$ cat config.mk
export PLATFORM = sky130hd
export DESIGN_NAME = lamp_move_sequencer_flat
export DESIGN_NICKNAME = d
export VERILOG_FILES = /design/src/rtl/lamp_move_sequencer_if.sv /design/src/rtl/lamp_move_sequencer.sv /design/src/flat_wrapper.sv
export SDC_FILE = /design/constraint.sdc
export NUM_CORES = 1
export LEC_CHECK = 0
export CORE_MARGIN = 1.5
export CORE_UTILIZATION = 40
export DETAILED_ROUTE_END_ITERATION = 10
export GPL_ROUTABILITY_DRIVEN = 0
export GPL_TIMING_DRIVEN = 1
export PLACE_DENSITY = 0.61
export SLEW_MARGIN = 20
export SYNTH_ARGS = -nofsm -noshare
export SYNTH_HDL_FRONTEND = slang
export SYNTH_SLANG_ARGS = --single-unit
$ cat constraint.sdc
create_clock -name clk -period 2.9 [get_ports clk]
set_clock_uncertainty 0.15 [all_clocks]
set_input_delay 0.58 -clock clk [delete_from_list [all_inputs] [get_ports clk]]
set_output_delay 0.58 -clock clk [all_outputs]
set_load 0.01 [all_outputs]
$ cat src/rtl/lamp_move_sequencer_if.sv
// Button-to-lamp move bus.
//   slave  : sequencer side (takes raw buttons, drives moves and status)
//   master : driver/observer side (drives raw buttons, observes moves and status)
// Signals:
//   btn_up/btn_down/btn_left/btn_right : raw asynchronous buttons, active-high
//   up/down/left/right                 : one-hot move, only during the en cycle
//   en                                 : one-cycle step strobe
//   busy, overflow, queue_count        : status
interface lamp_move_sequencer_if #(
  parameter int FIFO_DEPTH = 4
);
  localparam int CW = $clog2(FIFO_DEPTH + 1);

  logic          btn_up;
  logic          btn_down;
  logic          btn_left;
  logic          btn_right;
  logic          up;
  logic          down;
  logic          left;
  logic          right;
  logic          en;
  logic          busy;
  logic          overflow;
  logic [CW-1:0] queue_count;

  modport slave (
    input  btn_up, btn_down, btn_left, btn_right,
    output up, down, left, right, en, busy, overflow, queue_count
  );

  modport master (
    output btn_up, btn_down, btn_left, btn_right,
    input  up, down, left, right, en, busy, overflow, queue_count
  );
endinterface

$ cat src/rtl/lamp_move_sequencer.sv
// Front-end controller for the 4-bit lamp state machine.
// Synchronises and debounces four direction buttons, turns rising debounced
// levels into press events, arbitrates them (up > down > left > right) into a
// small FIFO of 2-bit move codes and issues one move at a time as a one-hot
// direction plus a single-cycle en strobe, followed by a fixed idle gap.
// Ports:
//   clk : system clock, rising edge
//   clr : synchronous active-low reset
//   bus : lamp_move_sequencer_if.slave (buttons in; moves, en, busy,
//         overflow, queue_count out)
module lamp_move_sequencer #(
  parameter int DEBOUNCE_CYCLES = 4,
  parameter int FIFO_DEPTH      = 4,
  parameter int GAP_CYCLES      = 8
) (
  input  logic                  clk,
  input  logic                  clr,
  lamp_move_sequencer_if.slave  bus
);
  localparam int CW = $clog2(FIFO_DEPTH + 1);
  localparam int PW = (FIFO_DEPTH > 1) ? $clog2(FIFO_DEPTH) : 1;
  localparam int DW = (DEBOUNCE_CYCLES > 1) ? $clog2(DEBOUNCE_CYCLES) : 1;
  localparam int GW = (GAP_CYCLES > 1) ? $clog2(GAP_CYCLES) : 1;

  typedef enum logic [1:0] {
    st_idle,
    st_issue,
    st_gap
  } state_t;

  // Bit index equals the move code: up=0, down=1, left=2, right=3.
  logic [3:0] raw;
  logic [3:0] db_level;
  assign raw = {bus.btn_right, bus.btn_left, bus.btn_down, bus.btn_up};

  // Per-button synchroniser and debouncer: db_level follows sync only after
  // DEBOUNCE_CYCLES consecutive edges on which the two disagree.
  generate
    for (genvar gi = 0; gi < 4; gi++) begin : g_btn
      logic          sync_reg;
      logic          db_reg;
      logic [DW-1:0] cnt_reg;

      always_ff @(posedge clk) begin
        if (!clr) begin
          sync_reg <= 1'b0;
          db_reg   <= 1'b0;
          cnt_reg  <= '0;
        end else begin
          sync_reg <= raw[gi];
          if (sync_reg == db_reg) begin
            cnt_reg <= '0;
          end else if (cnt_reg == DW'(DEBOUNCE_CYCLES - 1)) begin
            db_reg  <= sync_reg;
            cnt_reg <= '0;
          end else begin
            cnt_reg <= cnt_reg + DW'(1);
          end
        end
      end

      assign db_level[gi] = db_reg;
    end
  endgenerate

  logic [3:0]    db_prev_reg;
  logic [3:0]    pending_reg, pending_next;
  logic          overflow_reg, overflow_next;
  logic [3:0]    press;
  logic [3:0]    grant;
  logic [1:0]    grant_code;
  logic          push, pop, issue, full;

  logic [1:0]    fifo_mem [FIFO_DEPTH];
  logic [PW-1:0] wr_ptr_reg, rd_ptr_reg;
  logic [CW-1:0] count_reg, count_next;

  state_t        state_reg, state_next;
  logic [GW-1:0] gap_reg, gap_next;
  logic [3:0]    move_reg, move_next;

  assign press = db_level & ~db_prev_reg;
  assign full  = (count_reg == CW'(FIFO_DEPTH));
  assign push  = |grant;

  // Fixed-priority pick; scanning downwards leaves the lowest index (up) last
  // so it wins. Nothing is granted while the FIFO is full.
  always_comb begin
    grant      = 4'b0000;
    grant_code = 2'b00;
    if (!full) begin
      for (int i = 3; i >= 0; i--) begin
        if (pending_reg[i]) begin
          grant      = 4'b0001 << i;
          grant_code = 2'(i);
        end
      end
    end
  end

  // A press on a button whose previous press is still waiting is merged into
  // the pending bit and flagged as lost.
  always_comb begin
    pending_next  = (pending_reg & ~grant) | press;
    overflow_next = overflow_reg | (|(press & pending_reg));
  end

  always_comb begin
    count_next = count_reg;
    if (push && !pop) begin
      count_next = count_reg + CW'(1);
    end else if (!push && pop) begin
      count_next = count_reg - CW'(1);
    end
  end

  // Issue FSM: one en cycle, then GAP_CYCLES idle cycles before the next.
  always_comb begin
    state_next = state_reg;
    gap_next   = gap_reg;
    pop        = 1'b0;
    issue      = 1'b0;
    case (state_reg)
      st_idle: begin
        if (count_reg != '0) begin
          state_next = st_issue;
          issue      = 1'b1;
        end
      end
      st_issue: begin
        pop        = 1'b1;
        gap_next   = GW'(GAP_CYCLES - 1);
        state_next = st_gap;
      end
      st_gap: begin
        if (gap_reg == '0) begin
          if (count_reg != '0) begin
            state_next = st_issue;
            issue      = 1'b1;
          end else begin
            state_next = st_idle;
          end
        end else begin
          gap_next = gap_reg - GW'(1);
        end
      end
      default: state_next = st_idle;
    endcase
  end

  // The head is captured on the edge entering ISSUE, so the direction lines
  // come straight from a register and are zero in every other cycle.
  always_comb begin
    move_next = 4'b0000;
    if (issue) begin
      move_next = 4'b0001 << fifo_mem[rd_ptr_reg];
    end
  end

  always_ff @(posedge clk) begin
    if (push) begin
      fifo_mem[wr_ptr_reg] <= grant_code;
    end
  end

  always_ff @(posedge clk) begin
    if (!clr) begin
      db_prev_reg  <= 4'b0000;
      pending_reg  <= 4'b0000;
      overflow_reg <= 1'b0;
      wr_ptr_reg   <= '0;
      rd_ptr_reg   <= '0;
      count_reg    <= '0;
      state_reg    <= st_idle;
      gap_reg      <= '0;
      move_reg     <= 4'b0000;
    end else begin
      db_prev_reg  <= db_level;
      pending_reg  <= pending_next;
      overflow_reg <= overflow_next;
      if (push) begin
        wr_ptr_reg <= wr_ptr_reg + PW'(1);
      end
      if (pop) begin
        rd_ptr_reg <= rd_ptr_reg + PW'(1);
      end
      count_reg    <= count_next;
      state_reg    <= state_next;
      gap_reg      <= gap_next;
      move_reg     <= move_next;
    end
  end

  assign bus.en          = (state_reg == st_issue);
  assign bus.up          = move_reg[0];
  assign bus.down        = move_reg[1];
  assign bus.left        = move_reg[2];
  assign bus.right       = move_reg[3];
  assign bus.busy        = (state_reg != st_idle) || (count_reg != '0);
  assign bus.overflow    = overflow_reg;
  assign bus.queue_count = count_reg;
endmodule

$ cat src/flat_wrapper.sv
// flat-port wrapper written by rule: the top's interface ports become plain ports
module lamp_move_sequencer_flat 
#(
  parameter int DEBOUNCE_CYCLES = 4,
  parameter int FIFO_DEPTH      = 4,
  parameter int GAP_CYCLES      = 8
)
  (clk, clr, bus_btn_up, bus_btn_down, bus_btn_left, bus_btn_right, bus_up, bus_down, bus_left, bus_right, bus_en, bus_busy, bus_overflow, bus_queue_count);
  lamp_move_sequencer_if #(.FIFO_DEPTH(FIFO_DEPTH)) bus_i ();
  input  logic clk;
  input  logic clr;
  input wire logic [$bits(bus_i.btn_up)-1:0] bus_btn_up;
  input wire logic [$bits(bus_i.btn_down)-1:0] bus_btn_down;
  input wire logic [$bits(bus_i.btn_left)-1:0] bus_btn_left;
  input wire logic [$bits(bus_i.btn_right)-1:0] bus_btn_right;
  output wire logic [$bits(bus_i.up)-1:0] bus_up;
  output wire logic [$bits(bus_i.down)-1:0] bus_down;
  output wire logic [$bits(bus_i.left)-1:0] bus_left;
  output wire logic [$bits(bus_i.right)-1:0] bus_right;
  output wire logic [$bits(bus_i.en)-1:0] bus_en;
  output wire logic [$bits(bus_i.busy)-1:0] bus_busy;
  output wire logic [$bits(bus_i.overflow)-1:0] bus_overflow;
  output wire logic [$bits(bus_i.queue_count)-1:0] bus_queue_count;
  assign bus_i.btn_up = bus_btn_up;
  assign bus_i.btn_down = bus_btn_down;
  assign bus_i.btn_left = bus_btn_left;
  assign bus_i.btn_right = bus_btn_right;
  assign bus_up = bus_i.up;
  assign bus_down = bus_i.down;
  assign bus_left = bus_i.left;
  assign bus_right = bus_i.right;
  assign bus_en = bus_i.en;
  assign bus_busy = bus_i.busy;
  assign bus_overflow = bus_i.overflow;
  assign bus_queue_count = bus_i.queue_count;
  lamp_move_sequencer #(.DEBOUNCE_CYCLES(DEBOUNCE_CYCLES), .FIFO_DEPTH(FIFO_DEPTH), .GAP_CYCLES(GAP_CYCLES)) u_core (.clk(clk), .clr(clr), .bus(bus_i));
endmodule
[Word level (Yosys, flattened, before mapping)]
Memory sizes are Yosys's and may differ from the RTL's. A register that Yosys moved wholly into a read port is not among the register bits.
Cells that the tools add are included.
Cells by class
  shifts and indexed selects: 1
  mux-type cells: 26
  eq/ne operators: 14
  bitwise gates (word level): 12
  $add $sub $neg: 9
  reduce and logical (&&, ||, !) cells: 24
Operators with widths (count)
  two-way mux 4 bit: 5
  two-way mux 2 bit: 9
  AND reduction 2 bit: 7
  adder 2 x 1 -> 2 bit, second input constant: 6
  AND 4 bit: 3
  OR reduction 3 bit: 4
  equality test 2 bit, second input constant: 5
  two-way mux 3 bit: 3
  inverter 4 bit: 2
  OR reduction 4 bit: 2
  two-way mux 1 bit: 6
  one-hot mux 2 bit (3 select lines): 1
  one-hot mux 3 bit (2 select lines): 1
  nonzero test 2 bit: 3
  subtractor 3 x 1 -> 3 bit, second input constant: 2
  inverter 1 bit: 5
  equality test 1 bit: 4
  inequality test 2 x 1 -> 1 bit, second input constant: 2
  OR 4 bit: 1
  << shifter 1 x 2 -> 4 bit, first input constant: 1
  adder 3 x 1 -> 3 bit, second input constant: 1
  equality test 3 bit, second input constant: 1
  logical NOT 3 bit: 1
  nonzero test 3 bit: 1
  8 further kinds: 10
Storage, ports and cells
  bits in registers: 41
  memories: 1
  RAM bits: 8
  word-level logic and storage cells: 108
Memories
  u_core.fifo_mem: words 4, width 2, read ports 1, clocked after memory_dff 1, wr ports 1, RTL line lamp_move_sequencer.sv:74  | logic [1:0] fifo_mem [FIFO_DEPTH];

[Logic depth before layout (Yosys ltp)]
Gate-level depths: netlist (run 1).
  depth after elaboration: 10
  gate-level depth with buffers: 8
  mapped depth without buffers: 8

[Worst setup path before layout (run 1)]
No wires, ideal clock.
  path type: register to register
  start point: register u_core.count_reg[0], in the netlist u_core.bus.queue_count[0]
  end point: register u_core.count_reg[2], in the netlist u_core.bus.queue_count[2]
  slack: 0.824 ns
  data arrival time: 1.855 ns
  buffers on the path: 0
  period minus slack after synthesis: 2.076 ns
  required time: 2.680 ns
  cell stages (with the launch flop): 9
  cells stage by stage: dfxtp_1 -> nor3b_2 -> nor2_1 -> ha_1 -> inv_1 -> fa_1 -> xor2_1 -> or3_1 -> a21oi_1
On the way
  cells in the longest elaborated chain, start to end: 6
  elaborated cells on any way between the ends: 11
  those cells by class: add/sub (2); eq/ne (1); mux (3); reduce/logical (5)
RTL lines
  start: declaration: RTL line lamp_move_sequencer.sv:76  | logic [CW-1:0] count_reg, count_next;
  start signal: assignment: RTL line lamp_move_sequencer.sv:187  | count_reg <= count_next;
  equality test 3 bit: RTL line lamp_move_sequencer.sv:83  | assign full = (count_reg == CW'(FIFO_DEPTH));
  two-way mux 4 bit: RTL line lamp_move_sequencer.sv:91  | if (!full) begin
  OR reduction 4 bit: RTL line lamp_move_sequencer.sv:84  | assign push = |grant;
  logical NOT 1 bit: RTL line lamp_move_sequencer.sv:112  | end else if (!push && pop) begin
  logical AND 1 bit: RTL line lamp_move_sequencer.sv:112
  nonzero test 2 bit (no line)
Parallel ways exist; a longest one is shown, timed or not. The select of a mux whose other input is x is not followed.
A chain may end at the register's enable or synchronous reset.

[Worst setup path after layout (run 1)]
  start point: register u_core.count_reg[0], in the netlist u_core.bus.queue_count[0]
  end point: output port bus_busy
On the way
  cells in the longest elaborated chain, start to end: 2
RTL lines
  nonzero test 3 bit: RTL line lamp_move_sequencer.sv:199  | assign bus.busy = (state_reg != st_idle) || (count_reg != '0);
  logical OR 1 bit: RTL line lamp_move_sequencer.sv:199
  end: declaration: RTL line flat_wrapper.sv:21  | output wire logic [$bits(bus_i.busy)-1:0] bus_busy;
Every way passes these cells.

==> results.py, run 1 <==
metrics = {
    "clock_tree": {
        "clk_latency_ns": 0.29,
        "cts_tree": "built",
        "htreeDepth": 2,
        "cts_setup_buffers": 0,
        "cts.clk_slew.worst_paths_ns": 0.09,
        "cts_hold_buf": 0,
        "clockBufferDepth": 2,
        "cts_buffers": 5,
        "clockRootBuffer": "clkbuf_8",
        "cts-resized-gates": 0,
        "clock_sinks": 51,
    },
    "place": {
        "port_buffers": 15,
        "hpwl_mm": 2.51,
        "dp.cells": 263,
    },
    "synthesis": {
        "synth_warnings": 0,
        "muxShareOfSynthArea": 0.0454,
        "synthAdderAreaFrac": 0.0753,
        "synth_simple_gate_area_frac": 0.201,
        "synthDistinctLibCells": 43,
        "synth_edf_count": 8,
        "syn_area_um2": 2090,
        "postSynth.topFlopCell": "dfxtp_1",
        "synth_area_per_cell_um2": 11.6,
        "yosys.area.top_type": "dfxtp_1",
        "synthTopCellsByArea": "dfxtp_1 (41%), edfxtp_1 (11%), ha_1 (6.6%), xor2_1 (3.3%), a21oi_1 (2.4%)",
        "synth_top_family_by_area": "simple AND/OR/NAND/NOR gates",
        "syn_nets": 199,
        "synth-xor-area-share": 0.0335,
        "synth_compound_area_frac": 0.0866,
        "async_reset_ff_frac": 0,
        "ys_seq_area_frac": 0.526,
        "synth_seq_cells": 51,
        "syn_inst": 181,
        "synth_top_area_frac": 0.411,
    },
    "route": {
        "drc": 0,
        "drt_iter0_drc": 38,
        "drtPass1Iterations": 6,
        "via_count": 1341,
        "viasPerCell": 4.95,
        "ant_nets": 0,
        "wl_mm": 3.51,
        "wl_per_cell_um": 13.0,
    },
    "critical_path": {
        "cp-end-kind": "output pin",
        "slowest_delay_ns": 0.50,
        "cpMaxStageDelayCell": "clkdlybuf4s50_1",
        "startpoint": "u_core.bus.queue_count[0]",
        "required_ns": 2.17,
        "crit_fanout": 6,
        "worstReg2RegStart": "u_core.state_reg[1]",
        "setup.worst_path.start_class": "register",
        "crit_family": "simple AND/OR/NAND/NOR gates",
        "path_cells": "nor3_1 -> nand2_1 -> clkdlybuf4s50_1",
        "path_buf_inv": 1,
        "arrival_ns": 1.74,
        "crit_type": "register to output pin",
    },
    "cells_and_area": {
        "final_common_cell": "dfxtp_1",
        "fillCellCount": 478,
        "utilization": 0.476,
        "drive_above_1_share": 0.0945,
        "final_cell_mix": "dfxtp_1 (43), clkdlybuf4s50_1 (15), nor2_1 (13)",
        "final_cells": 271,
        "syn_to_final_growth_pct": 15.2,
        "diodes": 0,
        "final_nets": 218,
    },
    "sta": {
        "relSlewSlack": 0.676,
        "fmax_mhz": 405,
        "rsz0062_at_grt": "false",
        "timing.hold.ws_ns": 0.286,
        "fin_setup_tns_ns": 0,
        "maxSlewViolCount": 0,
        "fin_crit_sh": 0.851,
        "setup_viol": 0,
        "tightest_slew_ns": 0.482,
        "finalHoldViolCount": 0,
        "period_needed_ns": 2.47,
    },
    "die": {
        "die_h_um": 75.4,
        "ios": 16,
        "initial_core_util": 0.413,
        "die_w_um": 75.4,
        "rows": 26,
        "die-area_um2": 5680,
        "core_region_area_um2": 5070,
    },
    "min_path": {
        "hold_path.class": "register to register",
        "min_from": "u_core.g_btn[0].cnt_reg[0]",
    },
    "global_route": {
        "grt_usage": 0.138,
        "antenna_found_initial": 0,
        "first_global_vias": 1310,
        "grt_overflow": 0,
        "grt_max_degree": 25,
        "grt_pass1_wl_mm": 5.89,
    },
    "pwr": {
        "ir_drop_mv": 0.337,
        "pwr_density_cell_nw_per_um2": 749,
        "power_leakage_uw": 0.000962,
        "p_total_uw": 1810,
    },
    "flow_run": {
        "cap_violations": 0,
    },
    "outcome": {
        "status": "finished, final reports clean",
    },
}
## per-layer routing
| metal | track usage | vias up | part of all wire |
|---|---|---|---|
| met5 | 0 | - | 0 |
| met4 | 0.0536 | 0 | 0.017 |
| met3 | 0.0357 | 6 | 0.027 |
| met2 | 0.232 | 14 | 0.50 |
| met1 | 0.169 | 644 | 0.46 |
| li1 | - | 677 | - |
## logic make-up after synthesis
| family | count (synthesis) |
|---|---|
| compound gates | 26 |
| xor+xnor | 8 |
| fa+ha+maj | 12 |
| buf+inv | 14 |
| flops | 51 |
| mux | 7 |
| simple gates | 63 |
## through the flow
step / instance area (um^2) / setup slack (ns)
2_1_floorplan: 2090 / 0.824
3_3_place_gp: 2310 / 0.713
3_5_place_dp: 2310 / 0.610
4_1_cts: 2410 / 0.407
5_1_grt: 2410 / 0.321
6_report: 2410 / 0.433
## worst paths after layout
check                               endpoint  slack, ns  depth (start not counted)
setup / recovery                    bus_busy       0.43                          3
hold / removal    u_core.g_btn[0].cnt_reg[0]       0.29                          1
setup reg to reg   u_core.bus.queue_count[2]       0.60                          7
hold reg to reg   u_core.g_btn[0].cnt_reg[0]       0.29                          1
## cell usage after synthesis (all sizes together), types with 5 or more instances
library cell / n
o21ai: 5
edfxtp: 8
nor2: 13
and3: 5
mux2i: 5
ha: 11
and2: 8
xor2: 8
dfxtp: 43
inv: 9
a21oi: 10
## report_power, final
group / total, uW / internal [uW] / switching, uW
combinational: 500 / 258 / 242
clock: 435 / 218 / 217
sequential: 873 / 788 / 84.9
## cell type report
cell class,count,area [um^2],share of cell area
clock buffers,8,100,0.0415
well taps,70,87.6,0.0363
repair buffers,17,165,0.0684
inverters,9,33.8,0.0140
flip-flops and latches,51,1100,0.456
multi-input cells,116,926,0.384
No activity file was read; power rests on OpenSTA's default activity.
==> run 2: changes to the inputs <==
SLEW_MARGIN = not set   (was 20)
==> results of run 2 <==
Same layout as run 1: the final DEF is identical, and so are final timing and power.
==> run 3: changes to the inputs <==
GPL_TIMING_DRIVEN = not set   (was 1)
SKIP_CTS_REPAIR_TIMING = 1   (was not set)
==> results of run 3 <==
Same layout as run 1: the final DEF is identical, and so are final timing and power.
